===== src/rtl/acc_stream_driver_if.sv =====
// -----------------------------------------------------------------------------
// acc_stream_driver_if
//   Bundles the stream between the job driver and the floating-point
//   accumulator.
//
//   Bus semantics: there is no backpressure. valid qualifies data for exactly
//   the cycle it is high and the consumer must take it. start and finished are
//   single-cycle strobes that open and close a stream. result is meaningful
//   only while done is high.
//
//   Signals
//     start     driver -> acc   one-cycle accumulator clear
//     valid     driver -> acc   data is a live operand this cycle
//     data      driver -> acc   IEEE-754 single-precision operand
//     finished  driver -> acc   one-cycle end-of-stream marker
//     done      acc -> driver   sum is ready
//     result    acc -> driver   sum, qualified by done
//   Modports: master = driver side, slave = accumulator side.
// -----------------------------------------------------------------------------
interface acc_stream_driver_if;
  logic        start;
  logic        valid;
  logic [31:0] data;
  logic        finished;
  logic        done;
  logic [31:0] result;

  modport master (
    output start, valid, data, finished,
    input  done, result
  );

  modport slave (
    input  start, valid, data, finished,
    output done, result
  );
endinterface


===== src/rtl/acc_stream_driver.sv =====
// -----------------------------------------------------------------------------
// acc_stream_driver
//   On go, reads LENGTH consecutive words from a fixed-latency memory and
//   streams them to the accumulator. It then leaves the adder pipeline idle
//   for FLUSH_CYC cycles, pulses finished, waits for done (or a timeout) and
//   holds the captured sum until the next accepted go.
//
//   Ports
//     clk, reset        clock; synchronous active-high reset
//     go_i              one-cycle job request, honoured only in IDLE
//     base_addr_i       first word address, captured with go
//     length_i          word count, captured with go (0 is legal)
//     busy_o            job in progress (go accepted .. COMPLETE entered)
//     complete_o        one-cycle pulse, result_out_o / error_o valid
//     error_o           accumulator never answered; held until next go
//     result_out_o      captured sum; held until next go
//     mem_addr_o        memory read address
//     mem_read_o        read strobe, one word per cycle
//     mem_readdata_i    read data, MEM_LAT cycles after the strobe
//     acc               accumulator stream (master side)
//     state_o           one-hot FSM state for observation
// -----------------------------------------------------------------------------
module acc_stream_driver #(
  parameter int ADDR_W    = 10,
  parameter int LEN_W     = 16,
  parameter int MEM_LAT   = 2,
  parameter int FLUSH_CYC = 7,
  parameter int TIMEOUT   = 255
) (
  input  logic                  clk,
  input  logic                  reset,
  input  logic                  go_i,
  input  logic [ADDR_W-1:0]     base_addr_i,
  input  logic [LEN_W-1:0]      length_i,
  output logic                  busy_o,
  output logic                  complete_o,
  output logic                  error_o,
  output logic [31:0]           result_out_o,
  output logic [ADDR_W-1:0]     mem_addr_o,
  output logic                  mem_read_o,
  input  logic [31:0]           mem_readdata_i,
  acc_stream_driver_if.master   acc,
  output logic [7:0]            state_o
);

  localparam int FW = (FLUSH_CYC > 1) ? $clog2(FLUSH_CYC) : 1;
  localparam int TW = (TIMEOUT > 1) ? $clog2(TIMEOUT) : 1;

  typedef enum logic [7:0] {
    S_IDLE     = 8'h01,
    S_START    = 8'h02,
    S_ISSUE    = 8'h04,
    S_DRAIN    = 8'h08,
    S_FLUSH    = 8'h10,
    S_FINISH   = 8'h20,
    S_WAIT     = 8'h40,
    S_COMPLETE = 8'h80
  } state_e;

  state_e              state_q, state_d;
  logic [ADDR_W-1:0]   addr_q, addr_d;
  logic [LEN_W-1:0]    rem_q, rem_d;
  logic [FW-1:0]       flush_q, flush_d;
  logic [TW-1:0]       tmo_q, tmo_d;
  logic                error_q, error_d;
  logic [31:0]         result_q, result_d;
  logic [MEM_LAT-1:0]  track_q, track_d;
  logic                busy_q, busy_d;
  logic                complete_q, complete_d;
  logic                mem_read_q, mem_read_d;
  logic                start_q, start_d;
  logic                finished_q, finished_d;
  logic                valid_q, valid_d;
  logic [31:0]         data_q, data_d;

  // Next state and datapath updates.
  always_comb begin
    state_d  = state_q;
    addr_d   = addr_q;
    rem_d    = rem_q;
    flush_d  = '0;
    tmo_d    = '0;
    error_d  = error_q;
    result_d = result_q;

    unique case (state_q)
      S_IDLE: begin
        if (go_i) begin
          state_d  = S_START;
          addr_d   = base_addr_i;
          rem_d    = length_i;
          error_d  = 1'b0;
          result_d = '0;
        end
      end
      S_START: begin
        state_d = (rem_q == '0) ? S_FLUSH : S_ISSUE;
      end
      S_ISSUE: begin
        // rem_q counts down the words still to strobe, so a length of
        // all-ones never needs a wider counter. Address wraps naturally.
        addr_d = addr_q + 1'b1;
        rem_d  = rem_q - 1'b1;
        if (rem_q == LEN_W'(1)) state_d = S_DRAIN;
      end
      S_DRAIN: begin
        if (track_q == '0) state_d = S_FLUSH;
      end
      S_FLUSH: begin
        if (flush_q == FW'(FLUSH_CYC - 1)) state_d = S_FINISH;
        else                               flush_d = flush_q + 1'b1;
      end
      S_FINISH: begin
        state_d = S_WAIT;
      end
      S_WAIT: begin
        if (acc.done) begin
          result_d = acc.result;
          state_d  = S_COMPLETE;
        end else if (tmo_q == TW'(TIMEOUT - 1)) begin
          error_d  = 1'b1;
          result_d = '0;
          state_d  = S_COMPLETE;
        end else begin
          tmo_d = tmo_q + 1'b1;
        end
      end
      S_COMPLETE: begin
        state_d = S_IDLE;
      end
      default: begin
        state_d = S_IDLE;
      end
    endcase
  end

  // Registered outputs are decoded from the next state so each one lines up
  // with the state it belongs to.
  always_comb begin
    busy_d     = !(state_d == S_IDLE || state_d == S_COMPLETE);
    complete_d = (state_d == S_COMPLETE);
    mem_read_d = (state_d == S_ISSUE);
    start_d    = (state_d == S_START);
    finished_d = (state_d == S_FINISH);
    // Bit k set means a strobe issued k+1 cycles ago is still in flight; the
    // top bit marks the cycle its data sits on mem_readdata_i.
    track_d    = MEM_LAT'({track_q, mem_read_q});
    valid_d    = track_q[MEM_LAT-1];
    data_d     = track_q[MEM_LAT-1] ? mem_readdata_i : 32'h0;
  end

  always_ff @(posedge clk) begin
    if (reset) begin
      state_q    <= S_IDLE;
      addr_q     <= '0;
      rem_q      <= '0;
      flush_q    <= '0;
      tmo_q      <= '0;
      error_q    <= 1'b0;
      result_q   <= '0;
      track_q    <= '0;
      busy_q     <= 1'b0;
      complete_q <= 1'b0;
      mem_read_q <= 1'b0;
      start_q    <= 1'b0;
      finished_q <= 1'b0;
      valid_q    <= 1'b0;
      data_q     <= '0;
    end else begin
      state_q    <= state_d;
      addr_q     <= addr_d;
      rem_q      <= rem_d;
      flush_q    <= flush_d;
      tmo_q      <= tmo_d;
      error_q    <= error_d;
      result_q   <= result_d;
      track_q    <= track_d;
      busy_q     <= busy_d;
      complete_q <= complete_d;
      mem_read_q <= mem_read_d;
      start_q    <= start_d;
      finished_q <= finished_d;
      valid_q    <= valid_d;
      data_q     <= data_d;
    end
  end

  assign busy_o       = busy_q;
  assign complete_o   = complete_q;
  assign error_o      = error_q;
  assign result_out_o = result_q;
  assign mem_addr_o   = addr_q;
  assign mem_read_o   = mem_read_q;
  assign acc.start    = start_q;
  assign acc.valid    = valid_q;
  assign acc.data     = data_q;
  assign acc.finished = finished_q;
  assign state_o      = state_q;

endmodule


===== src/flat_wrapper.sv =====
// flat-port wrapper written by rule: the top's interface ports become plain ports
module acc_stream_driver_flat 
#(
  parameter int ADDR_W    = 10,
  parameter int LEN_W     = 16,
  parameter int MEM_LAT   = 2,
  parameter int FLUSH_CYC = 7,
  parameter int TIMEOUT   = 255
)
  (clk, reset, go_i, base_addr_i, length_i, busy_o, complete_o, error_o, result_out_o, mem_addr_o, mem_read_o, mem_readdata_i, state_o, acc_start, acc_valid, acc_data, acc_finished, acc_done, acc_result);
  acc_stream_driver_if acc_i ();
  input  logic clk;
  input  logic reset;
  input  logic go_i;
  input  logic [ADDR_W-1:0] base_addr_i;
  input  logic [LEN_W-1:0] length_i;
  output logic busy_o;
  output logic complete_o;
  output logic error_o;
  output logic [31:0] result_out_o;
  output logic [ADDR_W-1:0] mem_addr_o;
  output logic mem_read_o;
  input  logic [31:0] mem_readdata_i;
  output logic [7:0] state_o;
  output wire logic [$bits(acc_i.start)-1:0] acc_start;
  output wire logic [$bits(acc_i.valid)-1:0] acc_valid;
  output wire logic [$bits(acc_i.data)-1:0] acc_data;
  output wire logic [$bits(acc_i.finished)-1:0] acc_finished;
  input wire logic [$bits(acc_i.done)-1:0] acc_done;
  input wire logic [$bits(acc_i.result)-1:0] acc_result;
  assign acc_start = acc_i.start;
  assign acc_valid = acc_i.valid;
  assign acc_data = acc_i.data;
  assign acc_finished = acc_i.finished;
  assign acc_i.done = acc_done;
  assign acc_i.result = acc_result;
  acc_stream_driver #(.ADDR_W(ADDR_W), .LEN_W(LEN_W), .MEM_LAT(MEM_LAT), .FLUSH_CYC(FLUSH_CYC), .TIMEOUT(TIMEOUT)) u_core (.clk(clk), .reset(reset), .go_i(go_i), .base_addr_i(base_addr_i), .length_i(length_i), .busy_o(busy_o), .complete_o(complete_o), .error_o(error_o), .result_out_o(result_out_o), .mem_addr_o(mem_addr_o), .mem_read_o(mem_read_o), .mem_readdata_i(mem_readdata_i), .acc(acc_i), .state_o(state_o));
endmodule

===== config.mk =====
export PLATFORM = sky130hd
export DESIGN_NAME = acc_stream_driver_flat
export DESIGN_NICKNAME = d
export VERILOG_FILES = /design/src/rtl/acc_stream_driver_if.sv /design/src/rtl/acc_stream_driver.sv /design/src/flat_wrapper.sv
export SDC_FILE = /design/constraint.sdc
export NUM_CORES = 1
export LEC_CHECK = 0
export CAP_MARGIN = 20
export CORE_MARGIN = 3
export CORE_UTILIZATION = 44
export CTS_CLUSTER_SIZE = 24
export DETAILED_ROUTE_END_ITERATION = 7
export MAX_ROUTING_LAYER = met4
export PLACE_DENSITY = 0.79
export SLEW_MARGIN = 10
export SYNTH_ARGS = -nofsm -noshare
export SYNTH_HDL_FRONTEND = slang
export SYNTH_SLANG_ARGS = --single-unit

===== constraint.sdc =====
create_clock -name clk -period 2.4 [get_ports clk]
set_input_delay 0.48 -clock clk [delete_from_list [all_inputs] [get_ports clk]]
set_output_delay 0.48 -clock clk [all_outputs]
set_load 0.1 [all_outputs]

==> results of run 1 <==
==> critical path: stages (launching register included) <==
cell and delay [ps]:
dfxtp_1 390, or4_1 840, nor4_4 420, a211oi_1 150, nor4_2 270
==> per-layer routing <==
metal / global-route usage (%) / part of all wire [%]
met1: 27.9 / 39
met2: 35.9 / 50
met3: 5.98 / 8.7
met4: 9.29 / 1.5
met5: - / 0
==> through the flow <==
stage                     std cells  cell area (um^2)  hold WS, ps  total power (uW)
after floorplan                 470              4670          417              2560
after global placement          767              6430          429              2850
after detailed placement        767              6430          446              2860
after CTS                       799              7040          460              5440
after global routing            799              7040          474              5620
final                           799              7040          458              5410
==> cell usage in the layout (no fill, tap or decap), drive strengths merged, types with 4 or more instances in the layout <==
cell / synthesis / final
dfxtp: 118 / 118
buf: 17 / 103
clkdlybuf4s50: 0 / 93
and2: 34 / 34
a22o: 32 / 32
nor2: 28 / 28
a21oi: 23 / 23
nor3: 18 / 18
nand3: 17 / 17
clkbuf: 15 / 17
inv: 10 / 16
nand2: 15 / 15
o21ai: 13 / 13
a31oi: 9 / 9
nor4: 9 / 9
and3: 8 / 8
nand4: 8 / 8
ha: 8 / 8
xor2: 7 / 7
nor2b: 6 / 6
or3: 5 / 5
o211ai: 5 / 5
a22oi: 5 / 5
a32oi: 5 / 5
a211oi: 5 / 5
clkinv: 0 / 5
xnor2: 4 / 4
==> worst max path at each step <==
stage          slack [ps]  depth (start not counted)                      end
2_1_floorplan           4                          5  u_core.result_out_o[17]
3_3_place_gp          290                          5     u_core.mem_addr_o[9]
3_5_place_dp          250                          5     u_core.mem_addr_o[9]
4_1_cts               270                          4     u_core.mem_addr_o[9]
5_1_grt                80                          5     u_core.mem_addr_o[0]
6_report              230                          4     u_core.mem_addr_o[9]
==> kinds of logic after synthesis <==
family,count (synthesis)
flops,118
buf+inv,42
simple gates,169
mux,4
fa+ha+maj,8
xor+xnor,11
compound gates,118
==> power by group <==
group          internal (uW)  leakage, uW  switching [uW]
combinational            312      0.00163             438
sequential              2010     0.000956            65.6
clock                   1610     0.000298             973
==> layout make-up <==
class	count	area, um^2
clock buffers	17	414
inverters	10	37.5
clock inverters	15	195
well taps	133	166
fillers	744	3010
flip-flops and latches	118	2370
repair buffers	196	1730
multi-input cells	310	2130
==> flip-flops by register name, summed over array words and instances (netlist names), 2 cells and up <==
register	count
u_core.acc.data	32
u_core.flush_q	3
u_core.mem_addr_o	10
u_core.rem_q	16
u_core.result_out_o	32
u_core.state_o	8
u_core.tmo_q	8
u_core.track_q	2
==> flow_metrics.py, run 1 <==
metrics = {
    "global_routing": {
        "grt-ovfl-total": 0,
        "grt_pass1_wl_um": 20600,
        "grt_pass1_vias": 4127,
        "grt_use_total_pct": 22.8,
        "antenna_found_initial": 0,
        "grt_max_degree": 48,
    },
    "floorplan": {
        "core_area_um2": 10000,
        "start_util_pct": 46.5,
        "dieArea_um2": 11900,
        "die_w_um": 109,
        "io_pins": 183,
        "die_h_um": 109,
        "row_count": 36,
    },
    "synth": {
        "synth.avg_cell_area_um2": 9.94,
        "syn_nets": 572,
        "synth.area.top_cells": "dfxtp_1 51%, a22o_1 6.0%, and2_1 4.6%",
        "synth_edf_count": 0,
        "synth_warnings": 0,
        "synth_xor_area_share_pct": 2.06,
        "yosysMostFrequentCell": "dfxtp_1",
        "synth_top_family_by_area": "simple AND/OR/NAND/NOR gates",
        "ys_async_sr_fraction_pct": 0,
        "synthMuxAreaShare_pct": 0.884,
        "syn_area_um2": 4670,
        "synth-seq-cells": 118,
        "synthSimpleGateAreaFrac_pct": 21.6,
        "yosys-top-cells-count": "118 x dfxtp_1, 34 x and2_1, 32 x a22o_1",
        "synth_fa_ha_area_share_pct": 2.14,
        "synth_ff_type": "dfxtp_1",
        "synth_top_cell_by_area": "dfxtp_1",
        "synth_cell_types": 63,
        "synth_compound_area_share_pct": 18.6,
        "synth_top_area_share_pct": 50.6,
        "syn-instance-count": 470,
        "ys_seq_area_share_pct": 50.6,
    },
    "drt": {
        "dr.pass1.iters": 5,
        "initialDrtViolationCount": 317,
        "num_vias": 4332,
        "detail-route-antenna-nets": 0,
        "detail_route.drc_violations": 0,
        "wirelength_um": 13400,
        "viasPerCell": 5.42,
        "wl_per_cell_um": 16.7,
    },
    "sta": {
        "drv_slew": 0,
        "rsz0062_at_grt": "no",
        "max_freq_mhz": 462,
        "tightestPinTransition_ps": 624,
        "final.setup_skew_ps": 5.35,
        "hold_viol": 0,
        "tns_ps": 0,
        "slew_headroom_pct": 58.3,
        "setup_ws_ps": 235,
        "finalCritPeriodShare_pct": 90.2,
        "min_period_ps": 2170,
        "setup_violations": 0,
    },
    "critical_path": {
        "timing.rr.end": "u_core.mem_addr_o[9]",
        "crit_path_start_kind": "flip-flop",
        "r2r-start": "u_core.state_o[3]",
        "crit_fanout": 10,
        "ff2ff_path_depth": 4,
        "cp-startpoint": "u_core.state_o[3]",
        "worst_setup_path_end_kind": "flip-flop",
        "cp.required_ps": 2820,
        "rrSetupSlack_ps": 230,
        "critPathArrivalTime_ps": 2580,
        "path_class": "flip-flop to flip-flop",
    },
    "finish": {
        "area_delta_synth_final_pct": 50.8,
        "fin_util_pct": 70.1,
        "antenna_cells": 0,
        "nets": 755,
        "drive_above_1_share_pct": 23.1,
    },
    "clock_network": {
        "cts-buffers-inserted": 17,
        "cts_buffer_depth": 2,
        "ctsRootBufferMaster": "clkbuf_8",
        "clock_sinks": 118,
        "cts_setup_buffers": 0,
        "holdBufCountCts": 0,
        "ctsResizeCount": 0,
        "clk_pin_slew_ps": 60,
        "h-tree-depth": 4,
        "clock_latency_ps": 510,
        "cts_tree": "done",
    },
    "placed_design": {
        "port_buffers": 182,
        "post-place-ws_ps": 254,
        "dpl.hpwl_um": 9660,
        "routabilityCongestion": 0.884,
    },
    "worst_hold_path": {
        "hp-start": "u_core.flush_q[0]",
        "hold_end": "u_core.flush_q[0]",
        "whs_path_depth": 1,
        "min_path_type": "flip-flop to flip-flop",
    },
    "pwr": {
        "p_leak_uw": 0.00288,
        "vdd_ir_drop_max_uv": 436,
        "cellPowerDensity_nw_per_um2": 769,
    },
    "run": {
        "cap_viol_max_count": 0,
    },
    "status": {
        "status": "finished clean",
    },
}
(Power assumes the default switching activity.)
==> inputs of run 2 (changes only) <==
Settings changed: PLACE_DENSITY 0.79 to 0.81.
==> flow_metrics.py, run 2 (synthesis gave the netlist of run 1 again) <==
metrics = {
    "placed_design": {
        "dpl.hpwl_um": 9720,
        "dp_cells": 768,
        "post-place-ws_ps": 306,
        "port_buffers": 182,
        "routabilityCongestion": 0.886,
        "dpl_cell_area_um2": 6420,
    },
    "clock_network": {
        "clk_pin_slew_ps": 60,
        "clock_sinks": 118,
        "ctsResizeCount": 0,
        "cts-buffers-inserted": 17,
        "cts_buffer_depth": 2,
        "h-tree-depth": 4,
        "holdBufCountCts": 0,
        "cts_tree": "done",
        "ctsRootBufferMaster": "clkbuf_8",
        "cts_setup_buffers": 0,
        "clock_latency_ps": 510,
    },
    "pwr": {
        "clockPowerShare_pct": 45.9,
        "vdd_ir_drop_max_uv": 372,
        "cellPowerDensity_nw_per_um2": 748,
        "p_sw_share_pct": 27.3,
        "p_comb_share_pct": 14.3,
        "p_leak_uw": 0.00285,
        "seqPwrFrac_pct": 39.8,
        "p_switching_uw": 1430,
        "internal-power_uw": 3800,
    },
    "critical_path": {
        "crit_fanout": 16,
        "r2r-start": "u_core.state_o[6]",
        "crit_path_start_kind": "flip-flop",
        "worst_setup_path_end_kind": "flip-flop",
        "critPathArrivalTime_ps": 2410,
        "path_class": "flip-flop to flip-flop",
        "cp_slowest_cell": "dfxtp_1",
        "cp.required_ps": 2780,
        "timing.rr.end": "u_core.rem_q[9]",
        "crit_end": "u_core.rem_q[9]",
        "rrSetupSlack_ps": 360,
        "cp_cell_sequence": "or4b_4 > nor2_4 > buf_12 > a41o_1 > a2111oi_0",
        "path_depth": 5,
        "crit_buf_inv": 1,
        "ff2ff_path_depth": 5,
        "crit_family": "compound AO/OA/AOI/OAI gates",
        "cpPeakStageDelay_ps": 640,
        "cp-startpoint": "u_core.state_o[6]",
    },
    "drt": {
        "wirelength_um": 13400,
        "dr.pass1.iters": 7,
        "wl_per_cell_um": 16.8,
        "initialDrtViolationCount": 239,
        "num_vias": 4298,
        "detail-route-antenna-nets": 0,
        "viasPerCell": 5.38,
        "detail_route.drc_violations": 0,
    },
    "global_routing": {
        "grt_util_met2_pct": 37.1,
        "use_met1_pct": 25.5,
        "use_met3_pct": 6.10,
        "grt_max_degree": 34,
        "grt_pass1_vias": 4100,
        "antenna_found_initial": 0,
        "grt-ovfl-total": 0,
        "grt_use_total_pct": 22.1,
        "gr-max-usage-layer": "met2",
        "grt_pass1_wl_um": 20100,
    },
    "finish": {
        "final_cell_area_um2": 6990,
        "layout_commonest_cell": "dfxtp_1",
        "layout_common_cells": "115 x dfxtp_1, 103 x buf_4, 93 x clkdlybuf4s50_1",
        "drive_above_1_share_pct": 23.1,
        "finalNonFillerCells": 799,
        "antenna_cells": 0,
        "area_delta_synth_final_pct": 49.7,
        "nets": 756,
    },
    "sta": {
        "min_period_ps": 2040,
        "whs_ps": 453,
        "finalCritPeriodShare_pct": 85.0,
        "setup_violations": 0,
        "setup_ws_ps": 361,
        "hold_viol": 0,
        "tns_ps": 0,
        "slew_headroom_pct": 59.4,
        "drv_slew": 0,
        "final.setup_skew_ps": 7.29,
        "max_freq_mhz": 490,
        "tightestPinTransition_ps": 607,
        "rsz0062_at_grt": "no",
    },
    "floorplan": {
        "die_h_um": 109,
        "die_w_um": 109,
        "dieArea_um2": 11900,
        "start_util_pct": 46.5,
        "row_count": 36,
        "io_pins": 183,
        "core_area_um2": 10000,
    },
    "worst_hold_path": {
        "hp-start": "u_core.flush_q[0]",
        "min_path_type": "flip-flop to flip-flop",
    },
    "status": {
        "status": "finished clean",
    },
    "run": {
        "cap_viol_max_count": 0,
    },
}
-- run 2: changes by cell type in the layout (fill, tap and decap cells not counted), sizes merged --
cell / change
clkinvlp: +3
bufinv: -1
buf: +1
inv: -3
-- run 2: worst min-delay path by stage --
stage,end,slack [ps],depth (start not counted)
floorplan,u_core.flush_q[0],420,1
CTS,u_core.error_o,460,2
detailed placement,u_core.flush_q[0],450,1
global placement,u_core.flush_q[0],430,1
finish,u_core.flush_q[0],450,1
global route,u_core.track_q[1],490,1
-- run 2: routing by layer --
metal	part of all wire, %	wire (um)
met1	41	5430
met3	7.9	1060
met5	0	0
met2	50	6690
met4	1.7	226
-- run 2: power by group through the flow --
stage          clock [uW]  combinational [uW]  sequential, uW
3_3_place_gp            0                 733            2120
4_1_cts              2430                 747            2080
6_report             2400                 750            2080
3_5_place_dp            0                 743            2120
2_1_floorplan           0                 285            2280
5_1_grt              2520                 798            2080
-- run 2: area by class of cell --
cell class	instances	area (um^2)
Fill cell	746	3050
Sequential cell	118	2370
Multi-Input combinational cell	310	2130
Timing Repair Buffer	197	1720
Clock buffer	17	414
Tap cell	133	166
Clock inverter	14	153
Inverter	10	37.5
-- run 2: stage by stage --
step | total power (uW) | utilization [%]
after global placement | 2850 | 64.0
after detailed placement | 2860 | 64.0
after CTS | 5250 | 69.6
after global routing | 5410 | 69.6
after floorplan | 2560 | -
final | 5230 | 69.6
==> inputs of run 3 (changes only) <==
Settings changed: CORE_UTILIZATION 44 to 39, PLACE_DENSITY 0.81 to 0.76.
Clock period 2.4 ns to 1.65 ns, I/O delays scaled along.
==> flow_metrics.py, run 3 (synthesis gave the netlist of run 1 again) <==
metrics = {
    "status": {
        "status": "complete, but fails checks",
        "violations": "negative setup slack",
    },
    "finish": {
        "seq_area_um2": 2400,
        "drive_above_1_share_pct": 41.5,
        "multi_input_area_um2": 2520,
        "layout_common_cells": "102 x dfxtp_1, 94 x buf_12, 92 x clkdlybuf4s50_1",
        "area_delta_synth_final_pct": 102,
        "final_cell_area_um2": 9430,
        "layout_commonest_cell": "dfxtp_1",
        "nets": 842,
        "finalNonFillerCells": 895,
        "antenna_cells": 0,
        "fillerInstances": 613,
    },
    "drt": {
        "detail-route-antenna-nets": 0,
        "num_vias": 5228,
        "dr.pass1.iters": 5,
        "detail_route.drc_violations": 0,
        "initialDrtViolationCount": 428,
        "viasPerCell": 5.84,
        "wl_per_cell_um": 22.0,
        "wirelength_um": 19700,
    },
    "placed_design": {
        "port_buffers": 182,
        "dp_cells": 826,
        "dpl_cell_area_um2": 8030,
        "routabilityCongestion": 0.896,
        "dpl.hpwl_um": 11300,
    },
    "critical_path": {
        "cp_cell_sequence": "or3_4 > buf_6 > buf_6 > nand4bb_4 > nor3b_4 > buf_6 > clkbuf_16 > a22o_1",
        "critPathArrivalTime_ps": 2320,
        "crit_family": "simple AND/OR/NAND/NOR gates",
        "crit_fanout": 8,
        "crit_buf_inv": 4,
        "cp_slowest_cell": "or3_4",
        "cpPeakStageDelay_ps": 400,
        "cp.required_ps": 1990,
        "crit_path_start_kind": "flip-flop",
        "worst_setup_path_end_kind": "flip-flop",
        "ff2ff_path_depth": 8,
        "cp_common_cell": "buf_6",
        "path_class": "flip-flop to flip-flop",
        "path_depth": 8,
    },
    "sta": {
        "finalCritPeriodShare_pct": 120,
        "max_freq_mhz": 507,
        "final.setup_skew_ps": 5.66,
        "tightestPinTransition_ps": 499,
        "setup_violations": 74,
        "hold_viol": 0,
        "slew_headroom_pct": 66.7,
        "drv_slew": 0,
        "min_period_ps": 1970,
        "rsz0062_at_grt": "yes",
        "setup_ws_ps": -324,
    },
    "pwr": {
        "vdd_ir_drop_max_uv": 699,
        "cellPowerDensity_nw_per_um2": 879,
        "p_leak_uw": 0.00368,
    },
    "floorplan": {
        "row_count": 39,
        "core_area_um2": 11600,
        "die_w_um": 115,
        "io_pins": 183,
        "start_util_pct": 40.4,
        "dieArea_um2": 13300,
        "die_h_um": 115,
    },
    "clock_network": {
        "ctsRootBufferMaster": "clkbuf_16",
        "cts_tree": "done",
        "clock_sinks": 118,
        "clock_latency_ps": 410,
        "clk_pin_slew_ps": 60,
        "cts_buffer_depth": 2,
        "holdBufCountCts": 0,
        "cts-buffers-inserted": 17,
        "h-tree-depth": 4,
    },
    "global_routing": {
        "antenna_found_initial": 0,
        "grt_pass1_vias": 5131,
        "grt_max_degree": 34,
        "grt-ovfl-total": 0,
        "grt_use_total_pct": 26.2,
        "grt_pass1_wl_um": 26500,
    },
    "worst_hold_path": {
        "whs_path_depth": 3,
        "min_path_type": "input pin to flip-flop",
    },
    "run": {
        "cap_viol_max_count": 0,
    },
}
==> run 3: metal layers <==
layer	part of all wire, %	global-route usage, %
met1	38	29.8
met2	50	44.6
met3	8.0	5.01
met4	4.3	12.4
met5	0	-
==> run 3: layout make-up <==
| cell class | instances | area share [%] |
|---|---|---|
| clock buffers | 19 | 4.59 |
| clock inverters | 12 | 1.65 |
| inverters | 10 | 0.398 |
| multi-input cells | 310 | 26.8 |
| flip-flops and latches | 118 | 25.5 |
| well taps | 143 | 1.90 |
| repair buffers | 283 | 39.2 |
==> run 3: metrics by stage <==
step	utilization (%)	TNS (ps)	setup slack (ps)	total power [uW]	hold slack [ps]
4_1_cts	78.4	-11100	-237	8140	378
5_1_grt	81.5	-18400	-374	8530	416
6_report	81.5	-15350	-324	8290	433
3_5_place_dp	69.4	-20170	-493	4410	447
3_3_place_gp	69.3	-28880	-737	4360	427
2_1_floorplan	-	-9450	-234	3750	417
==> run 3: worst reg2reg max path: cells and delay by family (launching register included) <==
kind | cells | cell delay (ps)
and+or+nand+nor | 3 | 830
buffers and inverters | 4 | 590
DFF | 1 | 350
AOI/OAI and AO/OA | 1 | 150
==> run 3: final timing paths <==
| kind | start | endpoint | slack [ps] |
|---|---|---|---|
| worst max-delay path | u_core.state_o[7] | u_core.result_out_o[8] | -320 |
| worst max register to register | u_core.state_o[7] | u_core.result_out_o[8] | -320 |
| worst min register to register | u_core.flush_q[0] | u_core.flush_q[0] | 450 |
| worst min-delay path | reset | u_core.result_out_o[7] | 430 |
==> run 3: timing repair <==
| item | CTS | global route |
|---|---|---|
| setup endpoints to repair | 72 | 74 |
| hold endpoints to repair | 0 | 0 |
| gates cloned | 2 | 3 |
| resized for setup | 49 | 69 |
| pin swaps | 43 | 35 |
| buffers inserted | 23 | 16 |
==> run 3: power by group <==
part           internal [uW]  total, uW  leakage (uW)  switching (uW)
combinational            739       1560       0.00243             823
sequential              2920       3040      0.000964             115
clock                   2360       3690      0.000279            1330
total                   6020       8290       0.00368            2260
